===== config.mk =====
export PLATFORM = sky130hd
export DESIGN_NAME = ghost_mode_scheduler
export DESIGN_NICKNAME = d
export VERILOG_FILES = /design/src/rtl/ghost_mode_scheduler.sv
export SDC_FILE = /design/constraint.sdc
export NUM_CORES = 1
export LEC_CHECK = 0
export CAP_MARGIN = 20
export CELL_PAD_IN_SITES_DETAIL_PLACEMENT = 2
export CELL_PAD_IN_SITES_GLOBAL_PLACEMENT = 2
export CORE_ASPECT_RATIO = 0.9
export CORE_UTILIZATION = 30
export CTS_CLUSTER_SIZE = 40
export DETAILED_ROUTE_END_ITERATION = 10
export PLACE_DENSITY_LB_ADDON = 0.1
export SLEW_MARGIN = 0
export SYNTH_ARGS = -nofsm -noshare
export SYNTH_HDL_FRONTEND = slang
export SYNTH_SLANG_ARGS = --single-unit

===== constraint.sdc =====
create_clock -name i_clk -period 3.1 [get_ports i_clk]
set_clock_uncertainty 0.05 [all_clocks]
set_input_delay 0.62 -clock i_clk [delete_from_list [all_inputs] [get_ports i_clk]]
set_output_delay 0.62 -clock i_clk [all_outputs]
set_load 0.02 [all_outputs]

===== src/rtl/ghost_mode_scheduler.sv =====
`default_nettype none
// +--------------------------------------------------------------------------+
// | Module      : ghost_mode_scheduler                                       |
// | Description : Global ghost mode sequencer. It steps through the          |
// |               scatter/chase phase schedule and runs the frightened       |
// |               interval. It also drives the reverse pulse and the flash   |
// |               indication shared by all ghost movement units.             |
// | Options     : GHOST_COMBO_EN adds i_ghost_eaten / o_combo, a ghost-eaten |
// |               combo counter for the frightened interval.                 |
// | Revision    : 1.0 - initial release                                      |
// +--------------------------------------------------------------------------+
module ghost_mode_scheduler #(
    parameter int          SCATTER_T  = 7,
    parameter int          CHASE_T    = 20,
    parameter int          FRIGHT_T   = 6,
    parameter int          FRIGHT_MIN = 1,
    parameter int          FLASH_T    = 2,
    parameter logic [3:0]  GS_PLAY    = 4'd1
) (
    input  logic        i_clk,
    input  logic        i_rst,
    input  logic [3:0]  i_game_state,
    input  logic [7:0]  i_level,
    input  logic        i_ghost_reload,
    input  logic        i_tick,
    input  logic        i_power_eaten,
`ifdef GHOST_COMBO_EN
    input  logic        i_ghost_eaten,
    output logic [1:0]  o_combo,
`endif
    output logic [1:0]  o_ghost_mode,
    output logic        o_reverse,
    output logic        o_fright_flash,
    output logic [2:0]  o_phase
);

    localparam logic [7:0] SCATTER8   = 8'(SCATTER_T);
    localparam logic [7:0] CHASE8     = 8'(CHASE_T);
    localparam logic [7:0] FRIGHT8    = 8'(FRIGHT_T);
    localparam logic [7:0] FRIGHTMIN8 = 8'(FRIGHT_MIN);
    localparam logic [7:0] FLASH8     = 8'(FLASH_T);

    typedef enum logic [0:0] {
        SCHED  = 1'b0,
        FRIGHT = 1'b1
    } state_t;

    state_t      state;
    logic [7:0]  phase_timer;
    logic [7:0]  fright_timer;

    logic        play;
    logic        qtick;
    logic [7:0]  level_eff;
    logic [7:0]  level_m1;
    logic [7:0]  fright_len;
    logic [7:0]  phase_len;
    logic        expire;
    logic        power_ok;
    logic [2:0]  next_phase;

    // Timers only move on ticks that arrive during active play.
    assign play      = (i_game_state == GS_PLAY);
    assign qtick     = play & i_tick;
    assign level_eff = (i_level == 8'd0) ? 8'd1 : i_level;
    assign level_m1  = level_eff - 8'd1;

    // Frightened length shrinks by one tick per level, floored at FRIGHT_MIN.
    always_comb begin
        fright_len = FRIGHTMIN8;
        if ((level_m1 < FRIGHT8) && ((FRIGHT8 - level_m1) >= FRIGHTMIN8))
            fright_len = FRIGHT8 - level_m1;
    end

    // Length of the current phase; later scatter phases are two ticks shorter.
    always_comb begin
        phase_len = CHASE8;
        case (o_phase)
            3'd0, 3'd2: phase_len = SCATTER8;
            3'd4, 3'd6: phase_len = SCATTER8 - 8'd2;
            default:    phase_len = CHASE8;
        endcase
    end

    // Phase 7 is the final, open-ended chase phase and never expires.
    assign expire     = qtick & (state == SCHED) & (o_phase != 3'd7) &
                        (phase_timer == phase_len - 8'd1);
    assign power_ok   = play & i_power_eaten & (fright_len != 8'd0);
    assign next_phase = expire ? (o_phase + 3'd1) : o_phase;

    // Mode FSM with phase/fright timers and registered outputs.
    always_ff @(posedge i_clk or posedge i_rst) begin
        if (i_rst) begin
            state          <= SCHED;
            phase_timer    <= 8'd0;
            fright_timer   <= 8'd0;
            o_phase        <= 3'd0;
            o_ghost_mode   <= 2'd0;
            o_reverse      <= 1'b0;
            o_fright_flash <= 1'b0;
        end else if (i_ghost_reload) begin
            state          <= SCHED;
            phase_timer    <= 8'd0;
            fright_timer   <= 8'd0;
            o_phase        <= 3'd0;
            o_ghost_mode   <= 2'd0;
            o_reverse      <= 1'b0;
            o_fright_flash <= 1'b0;
        end else if (!play) begin
            o_reverse <= 1'b0;
        end else begin
            // A phase expiry commits even when a power pellet lands in the same cycle.
            if ((state == SCHED) && qtick) begin
                phase_timer <= expire ? 8'd0 : (phase_timer + 8'd1);
                o_phase     <= next_phase;
            end

            if (power_ok) begin
                state          <= FRIGHT;
                fright_timer   <= fright_len;
                o_ghost_mode   <= 2'd2;
                o_fright_flash <= (fright_len <= FLASH8);
            end else if (state == FRIGHT) begin
                if (qtick) begin
                    fright_timer <= fright_timer - 8'd1;
                    if (fright_timer == 8'd1) begin
                        state          <= SCHED;
                        o_ghost_mode   <= {1'b0, o_phase[0]};
                        o_fright_flash <= 1'b0;
                    end else begin
                        o_fright_flash <= ((fright_timer - 8'd1) <= FLASH8);
                    end
                end
            end else begin
                o_ghost_mode <= {1'b0, next_phase[0]};
            end

            // Back-to-back causes collapse into one pulse.
            o_reverse <= (expire | power_ok) & ~o_reverse;
        end
    end

`ifdef GHOST_COMBO_EN
    // Ghost-eaten combo: restarts with each frightened entry, saturates at 3.
    always_ff @(posedge i_clk or posedge i_rst) begin
        if (i_rst) begin
            o_combo <= 2'd0;
        end else if (i_ghost_reload) begin
            o_combo <= 2'd0;
        end else if (power_ok) begin
            o_combo <= 2'd0;
        end else if (play && (state == FRIGHT) && i_ghost_eaten && (o_combo != 2'd3)) begin
            o_combo <= o_combo + 2'd1;
        end
    end
`else
    // No combo tracking in this build.
`endif

endmodule
`default_nettype wire

==> PnR_summary.wiki, run 1 <==
{| class="wikitable"
! Metric !! Value
|-
| Antenna Violating Nets Remaining || 0
|-
| Status || complete, no violations
|-
| Final Wtd Congestion || 0.8578
|-
| Root cell of the clock tree || clkbuf_8
|-
| Insertion delay to the later sink of the worst-skew pair || 260 ps
|-
| Kind of path behind the tightest hold check || flop to flop
|-
| Cell with the largest stage delay on the worst path || clkdlybuf4s50_1
|-
| TritonCTS clock tree || yes
|-
| Number of library cell types mapped by synthesis || 59
|-
| Number of H-tree levels || 1
|-
| Capture instance of the worst register-to-register path || phase_timer[5]$_DFFE_PP0P_
|-
| Portion of total power attributed to sequential cells || 50.1%
|-
| DR vias/cell || 5.428
|-
| GRT overflow || 0
|-
| Max-Cap Viols || 0
|-
| CTS Buffer Depth || 2
|-
| DP HPWL || 4935 um
|-
| Reg clk slew, reported paths || 90 ps
|-
| I/O pin count || 24
|-
| Internal power || 0.0004722 W
|-
| Static Leak || 0.9637 nW
|-
| Cell count after synthesis || 236
|-
| Number of buffers inserted by port buffering || 23
|-
| Hold buffers post-CTS || 0
|-
| Top post-synthesis cells by area || dfrtp_1 (31%), ha_1 (7.1%), a21oi_1 (4.6%)
|-
| Endpoints failing hold || 0
|-
| DRC violation total after the first TritonRoute iteration || 25
|-
| Sequential share of the synthesized area || 30.87%
|-
| Die outline area || 6812 um2
|-
| Syn_nets || 264
|-
| Number of setup violations in the final report || 0
|-
| Category of the most critical setup path || primary input to flop
|-
| Depth of the most critical reg-to-reg path || 7
|-
| Synth warn || 0
|-
| RSZ-0062 raised after global routing || no
|-
| Max Transition Viols Final || 0
|-
| Per-instance average area after synthesis || 8.244 um2
|-
| Final hold slack || 427.0 ps
|-
| Worst setup timing slack at the placement stage || -16.12 ps
|-
| Top cell type's share of synthesized area || 30.87%
|-
| Relative contribution of the clock network to total power || 28.6%
|-
| Final routed wire length divided by cell count || 17.42 um
|-
| Crit-path max cell delay || 440 ps
|-
| Summed instance area of the synthesized netlist || 1946 um2
|-
| Pin count of the biggest net entering global routing || 25
|-
| Synth async-reset ratio || 100.0%
|-
| Slew margin rel. || 50.49%
|-
| Dominant cell by count in the synthesized netlist || dfrtp_1
|-
| Total CTS buffers || 3
|-
| Setup slack, reg-to-reg || 680 ps
|-
| Initial antenna violation count || 0
|-
| Crit start category || primary input
|-
| Switching Power || 0.0001908 W
|-
| Core region area || 6182 um2
|-
| Vias in the first global route || 2060
|-
| First-pass GRT wire length || 10590 um
|-
| Vertical extent of the die || 78.40 um
|-
| Start of the worst register-to-register path || o_phase[1]$_DFFE_PP0P_
|-
| Post-cts sizing count || 0
|-
| Most used flip-flop cell after synthesis || dfrtp_1
|-
| Leading area contributor after synthesis || dfrtp_1
|-
| Beginning of the critical path || i_level[3]
|-
| Worst hold path startpoint || o_reverse$_DFF_PP0_
|-
| Overall via count from detail_route || 1916
|-
| P per Cell Area || 278.3 nW/um2
|-
| Number of clock sinks || 24
|-
| Endpoint with the worst hold slack || o_reverse$_DFF_PP0_
|-
| Length of the first detailed-routing pass in iterations || 4
|-
| Min Clock Period, post-route || 2789 ps
|-
| Top post-synthesis cells by count || dfrtp_1 (24), nor2_1 (22), a21oi_1 (18)
|-
| Post-CTS setup repair buffer count || 0
|-
| Max IR drop VDD || 0.1363 mV
|-
| Number of nets at the end of the flow || 296
|-
| Die Wd || 86.89 um
|-
| Share of layout cells above drive strength 1 || 10.53%
|-
| All-layer global routing usage || 19.98%
|-
| Setup WS post-layout || 311.1 ps
|-
| EDFF count, synth || 0
|-
| Biggest fanout along the worst timing path || 4
|-
| Crit path cell chain || clkdlybuf4s50_1 -> nor4_1 -> a21oi_1 -> ha_1 -> nor2b_1 -> a2111o_1 -> nand2_1 -> nand4_1 -> a221o_1
|-
| Starting utilization of the core area || 31.47%
|-
| Slew @ Worst Pin || 735.9 ps
|-
| Required time at the endpoint of the critical path || 3200 ps
|-
| Switching Fraction || 28.77%
|-
| Fmax || 0.3586 GHz
|-
| # rows || 27
|-
| Cell depth of the worst hold path || 1
|-
| Fraction of the cycle the final worst path needs || 89.97%
|-
| ANT cells || 0
|-
| Comb pwr share || 21.3%
|-
| Number of remaining DRC errors || 0
|-
| Critical path capture point type || flop
|-
| Seq cells post-synth || 24
|-
| Arrival time of data at the critical path endpoint || 2890 ps
|-
| Wire length after detailed routing || 6151 um
|-
| Area growth syn-to-layout || 22.44%
|}
## layout by cell type, fill, tap and decap left out, types with 5 or more instances in the layout
| cell | Yosys | final |
|---|---|---|
| dfrtp_1 | 24 | 24 |
| clkdlybuf4s50_1 | 0 | 23 |
| nor2_1 | 22 | 22 |
| a21oi_1 | 18 | 18 |
| nand2_1 | 16 | 16 |
| inv_1 | 15 | 15 |
| o21ai_0 | 15 | 15 |
| buf_4 | 0 | 15 |
| nor3_1 | 14 | 14 |
| ha_1 | 11 | 11 |
| nand3_1 | 8 | 8 |
| nand4_1 | 6 | 6 |
| nor4_1 | 5 | 5 |
## flip-flops by register name, indices dropped and copies added, names as in the netlist
| name | cells |
|---|---|
| fright_timer | 8 |
| phase_timer | 8 |
| o_phase | 3 |
| o_ghost_mode | 2 |
| o_fright_flash | 1 |
| o_reverse | 1 |
| state | 1 |
## final cells by class
type,count,area (um2)
clock buffers,3,41.29
fillers,719,3800
inverters,15,56.30
multi-input cells,186,1232
flip-flops and latches,24,600.6
well taps,87,108.9
repair buffers,38,342.8
## through the flow
stage               setup TNS (ps)  utilization (%)  cells  cell area (um2)  power [W]
floorplan                        0                -    236             1946  0.0004158
global placement                 0            37.87    350             2341  0.0004785
global route                     0            38.53    353             2382  0.0007059
detailed placement          -16.12            37.87    350             2341  0.0004808
CTS                              0            38.53    353             2382  0.0006764
finish                           0            38.53    353             2382  0.0006630
## worst max-delay path, delay by kind of cell
kind                       cells  cell delay, ps
AOI/OAI and AO/OA              3             800
adders and majority gates      1             260
buffers and inverters          1             440
and+or+nand+nor                4             770
## worst max-delay path by stage
stage | end | slack [ps] | depth (start not counted)
5_1_grt | fright_timer[7]$_DFFE_PP0P_ | 140 | 9
2_1_floorplan | o_fright_flash$_DFFE_PP0P_ | 620 | 8
6_report | o_fright_flash$_DFFE_PP0P_ | 310 | 9
3_5_place_dp | fright_timer[7]$_DFFE_PP0P_ | -20 | 9
3_3_place_gp | o_fright_flash$_DFFE_PP0P_ | 70 | 9
4_1_cts | fright_timer[7]$_DFFE_PP0P_ | 250 | 9
## cells by family (layout without fill, tap and decap cells)
| logic type | Yosys count | count (layout) | share of synthesized area, % |
|---|---|---|---|
| xor+xnor | 5 | 5 | 2.251 |
| flops | 24 | 24 | 30.87 |
| fa+ha+maj | 11 | 11 | 7.074 |
| mux | 2 | 2 | 1.093 |
| buf+inv | 26 | 56 | 5.787 |
| simple gates | 102 | 102 | 29.45 |
| compound gates | 66 | 66 | 23.47 |
## power groups by stage
stage | logic (W) | clock network [W] | registers (W)
2_1_floorplan | 0.0000866 | 0 | 0.000329
5_1_grt | 0.000157 | 0.000215 | 0.000334
4_1_cts | 0.000143 | 0.000201 | 0.000332
3_5_place_dp | 0.000142 | 0 | 0.000339
6_report | 0.000141 | 0.000190 | 0.000332
3_3_place_gp | 0.000140 | 0 | 0.000339
## per-layer routing
layer	vias up	GRT usage [%]	share of wire [%]
met5	-	0	0
met4	0	3.833	0.47
met3	2	2.524	2.5
met2	25	32.52	46
met1	949	28.36	51
li1	940	-	-
Note: power is estimated with default switching activity, not from simulation.
==> run 2, diff against run 1 <==
--- a/config.mk
+++ b/config.mk
@@ -5,13 +5,14 @@
 export SDC_FILE = /design/constraint.sdc
 export NUM_CORES = 1
 export LEC_CHECK = 0
-export CAP_MARGIN = 20
+export CAP_MARGIN = 10
 export CELL_PAD_IN_SITES_DETAIL_PLACEMENT = 2
 export CELL_PAD_IN_SITES_GLOBAL_PLACEMENT = 2
 export CORE_ASPECT_RATIO = 0.9
 export CORE_UTILIZATION = 30
 export CTS_CLUSTER_SIZE = 40
 export DETAILED_ROUTE_END_ITERATION = 10
+export DONT_BUFFER_PORTS = 1
 export PLACE_DENSITY_LB_ADDON = 0.1
 export SLEW_MARGIN = 0
 export SYNTH_ARGS = -nofsm -noshare
==> run 2 against run 1 <==
  * Utilization shrank 4.7 points
  * Non-clock buffer count shrank 35
  * Count of clock-buffer cells in the layout is the same
  * Register-to-register slack lost 190 ps
  * Sequential share of layout area grew 3.5 points
  * Worst setup slack gained 180 ps
  * Critical endpoint is now phase_timer[5]$_DFFE_PP0P_
  * Largest cell class unchanged
  * Highest routed layer unchanged
==> PnR_summary.wiki, run 2 (same netlist as run 1, synthesis figures left out) <==
{| class="wikitable"
! Metric !! Value
|-
| Final Wtd Congestion || 0.8008 (-6.6%)
|-
| First-pass GRT wire length || 10100 um (-4.6%)
|-
| Number of setup violations in the final report || 0 (unchanged)
|-
| CTS Buffer Depth || 2 (unchanged)
|-
| Endpoints failing hold || 0 (unchanged)
|-
| Length of the first detailed-routing pass in iterations || 4 (unchanged)
|-
| Slew margin rel. || 36.89% (-14 points)
|-
| Crit-path max cell delay || 510 ps (+70 ps)
|-
| DRC violation total after the first TritonRoute iteration || 62 (+150%)
|-
| Total CTS buffers || 3 (unchanged)
|-
| Critical path capture point type || flop
|-
| Biggest fanout along the worst timing path || 7 (+3)
|-
| Hold buffers post-CTS || 0 (unchanged)
|-
| Core region area || 6182 um2 (unchanged)
|-
| # rows || 27 (unchanged)
|-
| I/O pin count || 24 (unchanged)
|-
| Number of nets at the end of the flow || 261 (-12%)
|-
| Fmax || 0.3835 GHz (+7.0%)
|-
| Final-layout fill cell count || 717 (-0.28%)
|-
| M3 GR Usage || 3.260% (+0.74 points)
|-
| Vertical extent of the die || 78.40 um (unchanged)
|-
| Final hold slack || 354.1 ps (-72.86 ps)
|-
| Cell type with the highest occurrence count on the critical path || ha_1
|-
| Insertion delay to the later sink of the worst-skew pair || 270 ps (about the same)
|-
| Die outline area || 6812 um2 (unchanged)
|-
| Die Wd || 86.89 um (unchanged)
|-
| DR vias/cell || 5.658 (+4.2%)
|-
| Most frequent standard cell in the layout excluding fill and tap cells || dfrtp_1
|-
| Post-cts sizing count || 0 (unchanged)
|-
| Max Transition Viols Final || 0 (unchanged)
|-
| Final Instance Area || 2092 um2 (-12%)
|-
| Setup TNS after final layout || 0 ps (unchanged)
|-
| Vias in the first global route || 1943 (-5.7%)
|-
| ANT cells || 0 (unchanged)
|-
| Final core utilization || 33.84% (-4.7 points)
|-
| DP HPWL || 4811 um (-2.5%)
|-
| Post-CTS setup repair buffer count || 0 (unchanged)
|-
| Busiest layer in global routing || met2
|-
| Buffering stage count on the worst path with inverters included || 0 (-1)
|-
| Most used cells in the layout excluding fill and tap cells || dfrtp_1 (24), nor2_1 (22), a21oi_1 (18)
|-
| Cell with the largest stage delay on the worst path || dfrtp_1
|-
| Required time at the endpoint of the critical path || 3220 ps (+20 ps)
|-
| Category of the most critical setup path || flop to flop
|-
| Top cell family by delay on the critical path || compound AO/OA/AOI/OAI gates
|-
| Kind of path behind the tightest hold check || primary input to flop
|-
| Number of buffers inserted by port buffering || 0 (-100%)
|-
| Antenna Violating Nets Remaining || 0 (unchanged)
|-
| Number of clock sinks || 24 (unchanged)
|-
| P per Cell Area || 337.5 nW/um2 (+21%)
|-
| Starting utilization of the core area || 31.47% (unchanged)
|-
| Beginning of the critical path || o_phase[1]$_DFFE_PP0P_
|-
| Max IR drop VDD || 0.1858 mV (+36%)
|-
| Max-Cap Viols || 0 (unchanged)
|-
| Reg clk slew, reported paths || 100 ps (about the same)
|-
| Worst hold path startpoint || i_ghost_reload
|-
| Number of remaining DRC errors || 0 (unchanged)
|-
| Start of the worst register-to-register path || o_phase[1]$_DFFE_PP0P_
|-
| RSZ-0062 raised after global routing || no
|-
| Number of H-tree levels || 1 (unchanged)
|-
| Post-detailed-placement cell area || 2021 um2 (-14%)
|-
| TritonCTS clock tree || yes
|-
| Registers with the most flip-flops || fright_timer (8), phase_timer (8), o_phase (3)
|-
| Share of layout cells above drive strength 1 || 7.328% (-3.2 points)
|-
| Met2 capacity usage during global routing || 30.08% (-2.4 points)
|-
| Area growth syn-to-layout || 7.524%
|-
| GRT overflow || 0 (unchanged)
|-
| Fraction of the cycle the final worst path needs || 84.12% (-5.8 points)
|-
| Pin count of the biggest net entering global routing || 25 (unchanged)
|-
| Arrival time of data at the critical path endpoint || 2730 ps (-160 ps)
|-
| Final routed wire length divided by cell count || 19.05 um (+9.3%)
|-
| All-layer global routing usage || 18.97% (-1.0 points)
|-
| Static Leak || 0.8327 nW (-14%)
|-
| Overall via count from detail_route || 1805 (-5.8%)
|-
| Crit start category || flop
|-
| Slew @ Worst Pin || 945.6 ps (+209.7 ps)
|-
| Status || complete, no violations
|-
| Min Clock Period, post-route || 2608 ps (-181.3 ps)
|-
| Met1 Track Usage GR || 27.20% (-1.2 points)
|-
| Wire length after detailed routing || 6078 um (-1.2%)
|-
| Crit path cell chain || ha_1 -> ha_1 -> or4_1 -> nor2_1 -> o21a_1 -> o21ai_0 -> a32o_1
|-
| Root cell of the clock tree || clkbuf_8
|-
| Initial antenna violation count || 0 (unchanged)
|}
==> run 2: cell count changes in the layout (fill, tap and decap cells not counted) <==
cell and delta:
clkdlybuf4s50_1 -23, buf_4 -12, bufinv_16 +1
==> run 2: path summary, 6_finish.rpt <==
path                                                   end  slack (ps)  depth (start not counted)
worst min register to register         o_reverse$_DFF_PP0_         540                          1
worst max register to register  phase_timer[5]$_DFFE_PP0P_         490                          7
min in group asynchronous       phase_timer[3]$_DFFE_PP0P_         390                          1
max in group asynchronous       phase_timer[0]$_DFFE_PP0P_        2020                          1
worst min-delay path            phase_timer[1]$_DFFE_PP0P_         350                          1
worst max-delay path            phase_timer[5]$_DFFE_PP0P_         490                          7
==> run 2: cell type report <==
cell class              count  area (um2)  area share [%]
clock buffers               3       41.29           1.974
multi-input cells         186        1232           58.91
repair buffers              3       22.52           1.077
clock inverters             1       30.03           1.435
well taps                  87       108.9           5.203
inverters                  15       56.30           2.691
flip-flops and latches     24       600.6           28.71
==> run 2: routing by layer <==
layer,part of all wire [%],up-vias
met1,52,908
met4,0.39,0
met3,2.6,2
met2,45,23
li1,-,872
met5,0,-
==> run 2: stage by stage <==
stage               total power, W  worst slack (ps)  std cells
floorplan                0.0004158             617.6        236
global placement         0.0004267             468.9        315
detailed placement       0.0004312             288.2        315
CTS                      0.0007135             455.3        319
global route             0.0007353             332.7        319
finish                   0.0007062             492.3        319
==> run 2: power by group <==
group,internal [W],switching (W)
registers,0.000319,0.0000155
logic,0.0000385,0.0000512
clock network,0.000173,0.000109
total,0.000530,0.000176
==> run 2: worst register-to-register path, cell delays in order, from the launching register on <==
cell     delay [ps]
dfrtp_1         510
ha_1            250
ha_1            210
or4_1           400
nor2_1          330
o21a_1          330
o21ai_0         140
a32o_1          290
